**src/rtl/access_session_manager.sv**
```systemverilog
// -----------------------------------------------------------------------------
// access_session_manager
//
// Purpose:
//   Runs the login session that follows the user-ID / password access-control
//   stage. It watches the verdict lamps coming from that stage and:
//     - counts failed attempts and enforces a timed lockout;
//     - expires sessions after a fixed number of clocks;
//     - emits a one-cycle logout pulse that is fed back to both upstream
//       controllers so they return to their start state.
//
// Configuration macro:
//   SESSION_EXTEND_EN - when defined, a fresh rising edge on user_ok or pwd_ok
//                       during SESSION reloads the session timer. This keeps an
//                       active session alive. When undefined, those edges are
//                       ignored in SESSION and every session has a fixed length.
//
// Parameters:
//   MAX_ATTEMPTS   failures (user-ID or password) that trigger lockout (1..15)
//   LOCKOUT_CYCLES clocks spent in LOCKED (>=1)
//   SESSION_CYCLES clocks a session lasts before a forced logout (>=1)
//   CNT_W          timer width; must hold max(LOCKOUT_CYCLES, SESSION_CYCLES)
//
// Ports:
//   clk            in   1  system clock, rising edge
//   reset          in   1  asynchronous, active-high; clears all state
//   user_ok        in   1  user-ID accepted (level)
//   user_fail      in   1  user-ID rejected (level)
//   pwd_ok         in   1  password accepted (level)
//   pwd_fail       in   1  password rejected (level)
//   logout_req     in   1  user logout button (level, already synchronised)
//   session_active out  1  high while in SESSION
//   lockout        out  1  high while in LOCKED
//   fail_count     out  4  failures since last success/lockout, saturates
//   logout_out     out  1  one-cycle logout pulse to the upstream stages
//   state_out      out  2  IDLE=0, WAIT_PWD=1, SESSION=2, LOCKED=3
// -----------------------------------------------------------------------------
module access_session_manager #(
  parameter int MAX_ATTEMPTS   = 3,
  parameter int LOCKOUT_CYCLES = 1000,
  parameter int SESSION_CYCLES = 5000,
  parameter int CNT_W          = 16
) (
  input  logic       clk,
  input  logic       reset,
  input  logic       user_ok,
  input  logic       user_fail,
  input  logic       pwd_ok,
  input  logic       pwd_fail,
  input  logic       logout_req,
  output logic       session_active,
  output logic       lockout,
  output logic [3:0] fail_count,
  output logic       logout_out,
  output logic [1:0] state_out
);

  typedef enum logic [1:0] {
    ST_IDLE     = 2'd0,
    ST_WAIT_PWD = 2'd1,
    ST_SESSION  = 2'd2,
    ST_LOCKED   = 2'd3
  } state_t;

  localparam logic [3:0]       MAX_L     = 4'(MAX_ATTEMPTS);
  localparam logic [CNT_W-1:0] LOCK_LOAD = CNT_W'(LOCKOUT_CYCLES - 1);
  localparam logic [CNT_W-1:0] SESS_LOAD = CNT_W'(SESSION_CYCLES - 1);
  localparam logic [CNT_W-1:0] TIMER_ONE = CNT_W'(1);

  // ---------------------------------------------------------------------------
  // State
  // ---------------------------------------------------------------------------
  state_t           r_state;
  logic [CNT_W-1:0] r_timer;
  logic [3:0]       r_fail_count;
  logic             r_logout;

  // Delayed copies of the level inputs, used for rising-edge detection.
  logic r_user_ok_q;
  logic r_user_fail_q;
  logic r_pwd_ok_q;
  logic r_pwd_fail_q;
  logic r_logout_req_q;

  // ---------------------------------------------------------------------------
  // Next-state signals
  // ---------------------------------------------------------------------------
  state_t           w_state_next;
  logic [CNT_W-1:0] w_timer_next;
  logic [3:0]       w_fail_next;
  logic             w_logout_next;

  logic w_rise_user_ok;
  logic w_rise_user_fail;
  logic w_rise_pwd_ok;
  logic w_rise_pwd_fail;
  logic w_rise_logout;

  logic [3:0] w_fail_inc;
  logic       w_fail_limit;
  logic       w_timer_zero;
  logic [CNT_W-1:0] w_timer_dec;

  assign w_rise_user_ok   = user_ok    & ~r_user_ok_q;
  assign w_rise_user_fail = user_fail  & ~r_user_fail_q;
  assign w_rise_pwd_ok    = pwd_ok     & ~r_pwd_ok_q;
  assign w_rise_pwd_fail  = pwd_fail   & ~r_pwd_fail_q;
  assign w_rise_logout    = logout_req & ~r_logout_req_q;

  // The counter only increments while below the limit, so the +1 never wraps.
  assign w_fail_inc   = r_fail_count + 4'd1;
  assign w_fail_limit = (w_fail_inc >= MAX_L);
  assign w_timer_zero = (r_timer == '0);
  assign w_timer_dec  = w_timer_zero ? r_timer : (r_timer - TIMER_ONE);

  // ---------------------------------------------------------------------------
  // Edge-detect registers
  // ---------------------------------------------------------------------------
  always_ff @(posedge clk or posedge reset) begin
    if (reset) begin
      r_user_ok_q    <= 1'b0;
      r_user_fail_q  <= 1'b0;
      r_pwd_ok_q     <= 1'b0;
      r_pwd_fail_q   <= 1'b0;
      r_logout_req_q <= 1'b0;
    end else begin
      r_user_ok_q    <= user_ok;
      r_user_fail_q  <= user_fail;
      r_pwd_ok_q     <= pwd_ok;
      r_pwd_fail_q   <= pwd_fail;
      r_logout_req_q <= logout_req;
    end
  end

  // ---------------------------------------------------------------------------
  // FSM state register
  // ---------------------------------------------------------------------------
  always_ff @(posedge clk or posedge reset) begin
    if (reset) begin
      r_state      <= ST_IDLE;
      r_timer      <= '0;
      r_fail_count <= 4'd0;
      r_logout     <= 1'b0;
    end else begin
      r_state      <= w_state_next;
      r_timer      <= w_timer_next;
      r_fail_count <= w_fail_next;
      r_logout     <= w_logout_next;
    end
  end

  // ---------------------------------------------------------------------------
  // FSM next-state logic
  // ---------------------------------------------------------------------------
  always_comb begin
    w_state_next  = r_state;
    w_timer_next  = '0;           // timer rests at 0 outside SESSION/LOCKED
    w_fail_next   = r_fail_count;
    w_logout_next = 1'b0;

    case (r_state)
      ST_IDLE: begin
        // A failure edge takes priority over a simultaneous success edge.
        if (w_rise_user_fail) begin
          if (w_fail_limit) begin
            w_state_next  = ST_LOCKED;
            w_timer_next  = LOCK_LOAD;
            w_fail_next   = MAX_L;
            w_logout_next = 1'b1;   // clear the upstream stages on lockout
          end else begin
            w_fail_next = w_fail_inc;
          end
        end else if (w_rise_user_ok) begin
          w_state_next = ST_WAIT_PWD;
        end
      end

      ST_WAIT_PWD: begin
        // Logout beats any password verdict; failure beats success.
        if (w_rise_logout) begin
          w_state_next  = ST_IDLE;
          w_logout_next = 1'b1;
        end else if (w_rise_pwd_fail) begin
          if (w_fail_limit) begin
            w_state_next  = ST_LOCKED;
            w_timer_next  = LOCK_LOAD;
            w_fail_next   = MAX_L;
            w_logout_next = 1'b1;
          end else begin
            w_fail_next = w_fail_inc;
          end
        end else if (w_rise_pwd_ok) begin
          w_state_next = ST_SESSION;
          w_timer_next = SESS_LOAD;
          w_fail_next  = 4'd0;
        end
      end

      ST_SESSION: begin
`ifdef SESSION_EXTEND_EN
        // An explicit logout still ends the session even alongside activity;
        // activity alone outranks the expiry of the timer.
        if (w_rise_logout) begin
          w_state_next  = ST_IDLE;
          w_logout_next = 1'b1;
        end else if (w_rise_user_ok || w_rise_pwd_ok) begin
          w_timer_next = SESS_LOAD;
        end else if (w_timer_zero) begin
          w_state_next  = ST_IDLE;
          w_logout_next = 1'b1;
        end else begin
          w_timer_next = w_timer_dec;
        end
`else
        // Expiry and logout in the same cycle collapse into one pulse.
        if (w_rise_logout || w_timer_zero) begin
          w_state_next  = ST_IDLE;
          w_logout_next = 1'b1;
        end else begin
          w_timer_next = w_timer_dec;
        end
`endif
      end

      ST_LOCKED: begin
        // All inputs are ignored here. With a one-cycle lockout the exit would
        // follow the entry pulse immediately; waiting while r_logout is still
        // high keeps the two logout pulses from merging into one long pulse.
        if (w_timer_zero && !r_logout) begin
          w_state_next  = ST_IDLE;
          w_fail_next   = 4'd0;
          w_logout_next = 1'b1;
        end else begin
          w_timer_next = w_timer_dec;
        end
      end

      default: begin
        w_state_next = ST_IDLE;
      end
    endcase
  end

  // ---------------------------------------------------------------------------
  // Outputs (all decoded from registered state)
  // ---------------------------------------------------------------------------
  assign session_active = (r_state == ST_SESSION);
  assign lockout        = (r_state == ST_LOCKED);
  assign fail_count     = r_fail_count;
  assign logout_out     = r_logout;
  assign state_out      = r_state;

endmodule

```
**config.mk**
```make
export PLATFORM = sky130hd
export DESIGN_NAME = access_session_manager
export DESIGN_NICKNAME = d
export VERILOG_FILES = /design/src/rtl/access_session_manager.sv
export SDC_FILE = /design/constraint.sdc
export NUM_CORES = 1
export LEC_CHECK = 0
export ABC_AREA = 1
export CAP_MARGIN = 10
export CORE_ASPECT_RATIO = 0.7
export CORE_MARGIN = 3
export CORE_UTILIZATION = 46
export DETAILED_ROUTE_END_ITERATION = 10
export HOLD_SLACK_MARGIN = 0.12
export PLACE_DENSITY = 0.75
export SYNTH_ARGS = -nofsm -noshare
export SYNTH_HDL_FRONTEND = slang
export SYNTH_SLANG_ARGS = --single-unit
```
**constraint.sdc**
```tcl
create_clock -name clk -period 2 [get_ports clk]
set_input_delay 0.4 -clock clk [delete_from_list [all_inputs] [get_ports clk]]
set_output_delay 0.4 -clock clk [all_outputs]
set_load 0.02 [all_outputs]
```
==> flow_summary.toml, run 1 <==
[critical_path]
reg2reg_to = "r_timer[8]"
startpoint_type = "register"
worstSetupPathType = "reg2out"
r2r_slack_ps = 240
crit_required_ps = 1600
endpoint_kind = "output port"
ff2ff_path_depth = 7
timing.rr.start = "fail_count[0]"
worst_ep_arrival_time_ps = 1530
path_max_fanout = 5

[pwr]
p_sw_share_pct = 51.0
intPower_uw = 1900
ir_drop_uv = 804
p_sw_uw = 1980
pwr-share-seq_pct = 24.1
cellLeakagePower_uw = 0.00108
power_density_mw_per_mm2 = 1860
comb_power_share_pct = 64.2
finalPower_uw = 3870
pwr-share-clk_pct = 11.7

[drt]
wire_per_inst_um = 13.0
vias = 1541
drt_iter0_drc = 138
drc = 0
ant_nets = 0
viasPerCell = 5.07
wirelength_um = 3960
drt-pass1-iter-count = 4

[layout]
final_cell_mix = "62 x nand2_1, 29 x nor2_1, 26 x inv_1, 26 x dfrtp_1, 16 x nand3_1"
final_common_cell = "nand2_1"
fin_nets = 266
layout-drive-gt1-share_pct = 17.3
n_antenna_cell = 0
final_util_pct = 57.5
fillers = 330
area_growth_pct = 16.6
stdcell_count = 304

[synthesis]
yosysSeqAreaShare_pct = 39.2
synth_seq_cells = 28
syn_nets = 244
yosys_warnings = 0
syn_avg_cell_area_um2 = 7.67
yosysUniqueCellTypes = 32
netlist_area_mm2 = 0.00179
syn_inst = 233

[timing]
slew_violations = 0
tightest_slew_ps = 366
maxSlewHeadroom_pct = 75.6
hold-worst-slack_ps = 474
setup_tns_ps = 0
period_share_pct = 96.7
rsz0062_at_grt = "false"
max_freq_mhz = 517
finalSetupViolCount = 0
finalClockSkew_ps = 4.99
period_needed_ps = 1930
hold_viol = 0

[global_routing]
grtUsageTotal_pct = 18.3
grt_use_met2_pct = 25.7
gr-usage-met1_pct = 28.9
grt_pass1_wl_um = 6620
grt_max_degree = 29
antenna_found_initial = 0
grtUsageMet3_pct = 4.97
overflow = 0
busiest_layer = "met1"
grt_pass1_vias = 1400

[clock_tree]
postCtsSetupRepairBufs = 0
cts_htree_levels = 1
holdBufCountCts = 0
root_buffer = "clkbuf_8"
clkTransAtPathRegs_ps = 100
cts_tree = "yes"
clk_latency_ps = 280
cts_buffer_depth = 2
cts_resized = 1
cts.sinks = 28
cts_buffers = 3

[job]
maxCapViolations = 0

[place]
portBuffers = 15
placedCellCount = 300
dp_hpwl_um = 3070
gp_congestion = 0.939

[floorplan]
initial_utilization_pct = 49.3
ios = 16
core_mm2 = 0.00363
dieWidth_um = 80.5
fp-row-count = 18
die_y_um = 58.2
die_area_mm2 = 0.00468

[hold_path]
hp-class = "in2async"

[outcome]
outcome = "completed"
[flip-flops by register name, indices dropped and copies added (netlist names)]
register / flops
r_user_ok_q: 1
logout_out: 1
r_logout_req_q: 1
fail_count: 4
r_user_fail_q: 1
state_out: 2
r_pwd_ok_q: 1
r_pwd_fail_q: 1
r_timer: 16
[through the flow]
stage / setup WS (ps) / area (µm²)
finish: 66.4 / 2080
CTS: 7.44 / 2080
floorplan: 353 / 1790
global placement: 183 / 2010
detailed placement: 174 / 2010
global route: 1.06 / 2080
[routing by layer]
metal | wire, µm | up-vias
li1 | - | 781
met1 | 2080 | 715
met2 | 1600 | 41
met3 | 248 | 4
met4 | 27 | 0
met5 | 0 | -
[synth_stat cells (all sizes together)]
library cell	number	area, µm²
o211ai	1	7.51
nand4	6	37.5
inv	29	111
nor2	44	228
clkinv	1	8.76
dfrtp	28	701
a21boi	1	7.51
o21ai	8	47.5
a31oi	1	21.3
or2	1	6.26
nand3b	4	33.8
nand2	70	288
xor2	8	77.6
nand3	17	90.1
ha	4	50.1
a21oi	4	20.0
a211oi	1	7.51
buf	1	11.3
nor3	3	25.0
xnor2	1	8.76
[power by group through the flow]
stage	Clock, µW	Sequential [µW]	Combinational (µW)
after floorplan	0	947	1860
after global placement	0	934	2410
after detailed placement	0	937	2450
after CTS	461	927	2470
after global routing	491	957	2760
final	453	935	2480
[area by class of cell]
cell class | instances | area [µm²] | area share, %
well taps | 50 | 62.6 | 3.00
flip-flops and latches | 28 | 703 | 33.7
clock inverters | 1 | 30.0 | 1.44
inverters | 30 | 120 | 5.76
repair buffers | 18 | 171 | 8.22
clock buffers | 3 | 41.3 | 1.98
multi-input cells | 174 | 956 | 45.9
[worst max path at each step]
stage                        from       endpoint  slack [ps]  depth (start not counted)
floorplan           fail_count[0]     r_timer[0]         350                          7
global placement         pwd_fail  fail_count[0]         180                          8
detailed placement       pwd_fail  fail_count[1]         170                          8
CTS                  state_out[0]        lockout           7                          3
global route         state_out[0]        lockout           1                          3
finish               state_out[0]        lockout          70                          3
[worst max-delay path, cell delays in order, from the launching register on]
cell             delay, ps
dfrtp_2                430
nand2_1                 80
inv_1                  110
clkdlybuf4s50_1        620
[cell families (layout without fill, tap and decap cells)]
| family | after synthesis | after routing | share of synthesized area, % |
|---|---|---|---|
| flops | 28 | 28 | 39.2 |
| compound gates | 16 | 16 | 6.23 |
| simple gates | 145 | 145 | 39.6 |
| fa+ha+maj | 4 | 4 | 2.80 |
| buf+inv | 31 | 52 | 7.35 |
| xor+xnor | 9 | 9 | 4.83 |
Note: power is estimated with default switching activity, not from simulation.
==> run 2: changes to the inputs <==
- GPL_TIMING_DRIVEN: not set -> 0
==> flow_summary.toml, run 2 (synthesized netlist as in run 1, its figures left out) <==
[outcome]
outcome = "completed"

[drt]
wire_per_inst_um = 12.3
ant_nets = 0
viasPerCell = 5.02
wirelength_um = 3710
drc = 0
vias = 1517
drt-pass1-iter-count = 4
drt_iter0_drc = 118

[timing]
finalClockSkew_ps = 1.47
slew_violations = 0
period_share_pct = 89.2
hold-worst-slack_ps = 547
max_freq_mhz = 561
maxSlewHeadroom_pct = 30.4
setup_tns_ps = 0
timing.final.ws_setup_ps = 216
hold_viol = 0
finalSetupViolCount = 0
period_needed_ps = 1780
rsz0062_at_grt = "false"
tightest_slew_ps = 1040

[pwr]
cellLeakagePower_uw = 0.00109
ir_drop_uv = 770
power_density_mw_per_mm2 = 1810

[hold_path]
hp-class = "reg2reg"

[critical_path]
critical_path.top_delay_family = "buffers and inverters"
worst_ep_arrival_time_ps = 1380
endpoint_kind = "output port"
worstPathCellList = "clkdlybuf4s50_1"
worstSetupPathType = "reg2out"
slowest_stage = "clkdlybuf4s50_1"
max_stage_delay_ps = 640
cp_num_buf_inv = 1
crit_required_ps = 1600
path_max_fanout = 7
startpoint_type = "register"

[layout]
final_cell_mix = "62 x nand2_1, 29 x nor2_1, 27 x dfrtp_1"
n_antenna_cell = 0
multi_input_comb_area_um2 = 956
fillers = 340
area_growth_pct = 15.1
layout-drive-gt1-share_pct = 16.3
top_register = "r_timer"
final_common_cell = "nand2_1"
largest_reg_flops = 16
finalInstanceArea_mm2 = 0.00206
fin_nets = 264
regArea_um2 = 702

[floorplan]
die_area_mm2 = 0.00468
ios = 16
fp-row-count = 18
dieWidth_um = 80.5
core_mm2 = 0.00363
initial_utilization_pct = 49.3
die_y_um = 58.2

[place]
portBuffers = 15
placed_area_mm2 = 0.00200
place_ws_ps = 163
dp_hpwl_um = 2900
gp_congestion = 0.961

[clock_tree]
cts_htree_levels = 1
postCtsSetupRepairBufs = 0
cts.sinks = 28
cts_tree = "yes"
clk_latency_ps = 270
cts_buffer_depth = 2
clkTransAtPathRegs_ps = 90
cts_buffers = 3
root_buffer = "clkbuf_8"

[global_routing]
overflow = 0
grt_pass1_wl_um = 6410
grt_pass1_vias = 1339
antenna_found_initial = 0
grt_max_degree = 29
grtUsageTotal_pct = 17.8

[job]
maxCapViolations = 0
-- run 2: cell types whose count changed in the layout (fill, tap and decap cells not counted), sizes merged --
cell,delta
buf,-2
clkbuf,+1
bufinv,-1
clkdlybuf4s50,-1
dlymetal6s2s,+1
-- run 2: area by class of cell --
| type | count | share of cell area, % |
|---|---|---|
| Buffer | 1 | 0.547 |
| Clock buffer | 4 | 2.67 |
| Inverter | 30 | 5.84 |
| Multi-Input combinational cell | 174 | 46.4 |
| Sequential cell | 28 | 34.1 |
| Tap cell | 50 | 3.04 |
| Timing Repair Buffer | 15 | 7.36 |
-- run 2: worst paths after layout --
check | depth (start not counted) | slack, ps | startpoint | to
setup / recovery | 1 | 220 | fail_count[0] | fail_count[0]
hold / removal | 3 | 550 | r_pwd_ok_q | r_timer[12]
setup reg to reg | 7 | 250 | fail_count[0] | state_out[1]
hold reg to reg | 3 | 550 | r_pwd_ok_q | r_timer[12]
max in group asynchronous | 2 | 640 | reset | state_out[0]
min in group asynchronous | 2 | 670 | reset | r_pwd_ok_q
-- run 2: metal layers --
layer | up-vias | wire length, µm | global-route usage [%]
li1 | 778 | - | -
met1 | 693 | 1920 | 27.9
met2 | 40 | 1510 | 24.6
met3 | 6 | 240 | 3.88
met4 | 0 | 37 | 4.10
met5 | - | 0 | 0
-- run 2: power breakdown --
part           switching [µW]  internal (µW)  leakage [µW]  total, µW
registers                 195            731      0.000365        926
clock network             175            176     0.0000288        351
logic                    1550            896      0.000694       2450
total                    1920           1800       0.00109       3720
-- run 2: per-stage QoR --
stage                     util (%)  instances  total power, µW
after floorplan                  -        233             2810
after global placement        55.2        298             3330
after detailed placement      55.2        298             3360
after CTS                     56.7        302             3730
after global routing          56.8        302             4090
final                         56.8        302             3720
-- run 2: timing repair --
item | 4_1_cts | 5_1_grt
hold buffers | 0 | 0
endpoints found under the setup margin | 2 | 1
resized for setup | 2 | 1
==> run 3: changes to the inputs <==
- GPL_TIMING_DRIVEN: 0 -> not set
- PLACE_DENSITY: 0.75 -> 0.64
==> flow_summary.toml, run 3 (synthesized netlist as in run 1, its figures left out) <==
[global_routing]
antenna_found_initial = 0
grt_pass1_wl_um = 6440
grtUsageTotal_pct = 17.9
grt_max_degree = 29
overflow = 0
grt_pass1_vias = 1300

[clock_tree]
cts_tree = "yes"
cts_htree_levels = 1
cts_buffers = 3
cts.sinks = 28
clk_latency_ps = 270
clkTransAtPathRegs_ps = 90
postCtsSetupRepairBufs = 0
root_buffer = "clkbuf_8"
cts_buffer_depth = 2

[pwr]
power_density_mw_per_mm2 = 1840
ir_drop_uv = 812
cellLeakagePower_uw = 0.00111

[outcome]
outcome = "completed"

[timing]
max_freq_mhz = 555
finalClockSkew_ps = 2.52
rsz0062_at_grt = "false"
setup_tns_ps = 0
period_needed_ps = 1800
hold_viol = 0
finalSetupViolCount = 0
tightest_slew_ps = 362
period_share_pct = 90.2
slew_violations = 0
timing.final.ws_setup_ps = 197
maxSlewHeadroom_pct = 75.9

[floorplan]
die_area_mm2 = 0.00468
fp-row-count = 18
die_y_um = 58.2
initial_utilization_pct = 49.3
dieWidth_um = 80.5
core_mm2 = 0.00363
ios = 16

[place]
dp_hpwl_um = 3040
place_ws_ps = 179
placed_area_mm2 = 0.00202
placedCellCount = 301
gp_congestion = 0.898
portBuffers = 15

[critical_path]
critical_path.top_delay_family = "buffers and inverters"
worst_ep_arrival_time_ps = 1400
endpoint_kind = "output port"
slowest_stage = "clkdlybuf4s50_1"
cp_num_buf_inv = 1
worstSetupPathType = "reg2out"
crit_required_ps = 1600
startpoint_type = "register"
max_stage_delay_ps = 650
path_max_fanout = 7
worstPathCellList = "clkdlybuf4s50_1"

[layout]
n_antenna_cell = 0
final_cell_mix = "62 x nand2_1, 29 x nor2_1, 26 x inv_1, 26 x dfrtp_1, 16 x nand3_1"
fin_nets = 267
layout-drive-gt1-share_pct = 17.6
finalInstanceArea_mm2 = 0.00209
regArea_um2 = 703
multi_input_comb_area_um2 = 956
final_common_cell = "nand2_1"
fillers = 353
final_util_pct = 57.8
largest_reg_flops = 16
stdcell_count = 305
area_growth_pct = 17.1
top_register = "r_timer"

[drt]
wirelength_um = 3810
viasPerCell = 4.74
drt-pass1-iter-count = 4
drc = 0
vias = 1447
ant_nets = 0
drt_iter0_drc = 93
wire_per_inst_um = 12.5

[hold_path]
hp-class = "in2async"

[job]
maxCapViolations = 0
-- run 3: changes by cell type in the layout (fill, tap and decap cells not counted) --
cell       before  now
dfrtp_1        27   26
bufinv_16       0    1
dfrtp_2         1    2
buf_4           0    4
clkbuf_8        4    3
buf_6           1    0
-- run 3: worst paths after layout --
check | startpoint | to | slack [ps] | depth (start not counted)
max | fail_count[0] | fail_count[0] | 200 | 1
min | reset | state_out[0] | 470 | 3
max reg2reg | fail_count[0] | r_timer[7] | 270 | 7
min reg2reg | r_pwd_ok_q | r_timer[12] | 550 | 3
max in group asynchronous | reset | state_out[1] | 1230 | 3
min in group clk | r_pwd_ok_q | r_timer[12] | 550 | 3
-- run 3: layout make-up --
type / instances / area share, %
flip-flops and latches: 28 / 33.6
clock buffers: 3 / 1.97
well taps: 50 / 2.99
inverters: 30 / 5.73
multi-input cells: 174 / 45.6
clock inverters: 1 / 1.43
repair buffers: 19 / 8.66
-- run 3: power breakdown --
group          leakage [µW]  internal, µW  switching (µW)
sequential         0.000363           733             197
clock             0.0000357           268             176
combinational      0.000706           911            1560
-- run 3: through the flow --
stage                     power, µW  hold slack, ps
final                          3840             475
after global routing           4210             515
after CTS                      3850             494
after detailed placement       3400             544
after global placement         3390             538
after floorplan                2810             431
-- run 3: repair_timing --
action | CTS | global route
setup endpoints to repair | 2 | 1
gates resized for setup | 2 | 2
hold buffers | 0 | 0
-- run 3: per-layer routing --
layer,GRT usage [%],vias to the layer above,routed length (µm)
met3,4.04,2,214
met1,30.2,634,2160
li1,-,782,-
met4,2.17,0,8
met5,0,-,0
met2,23.2,29,1420
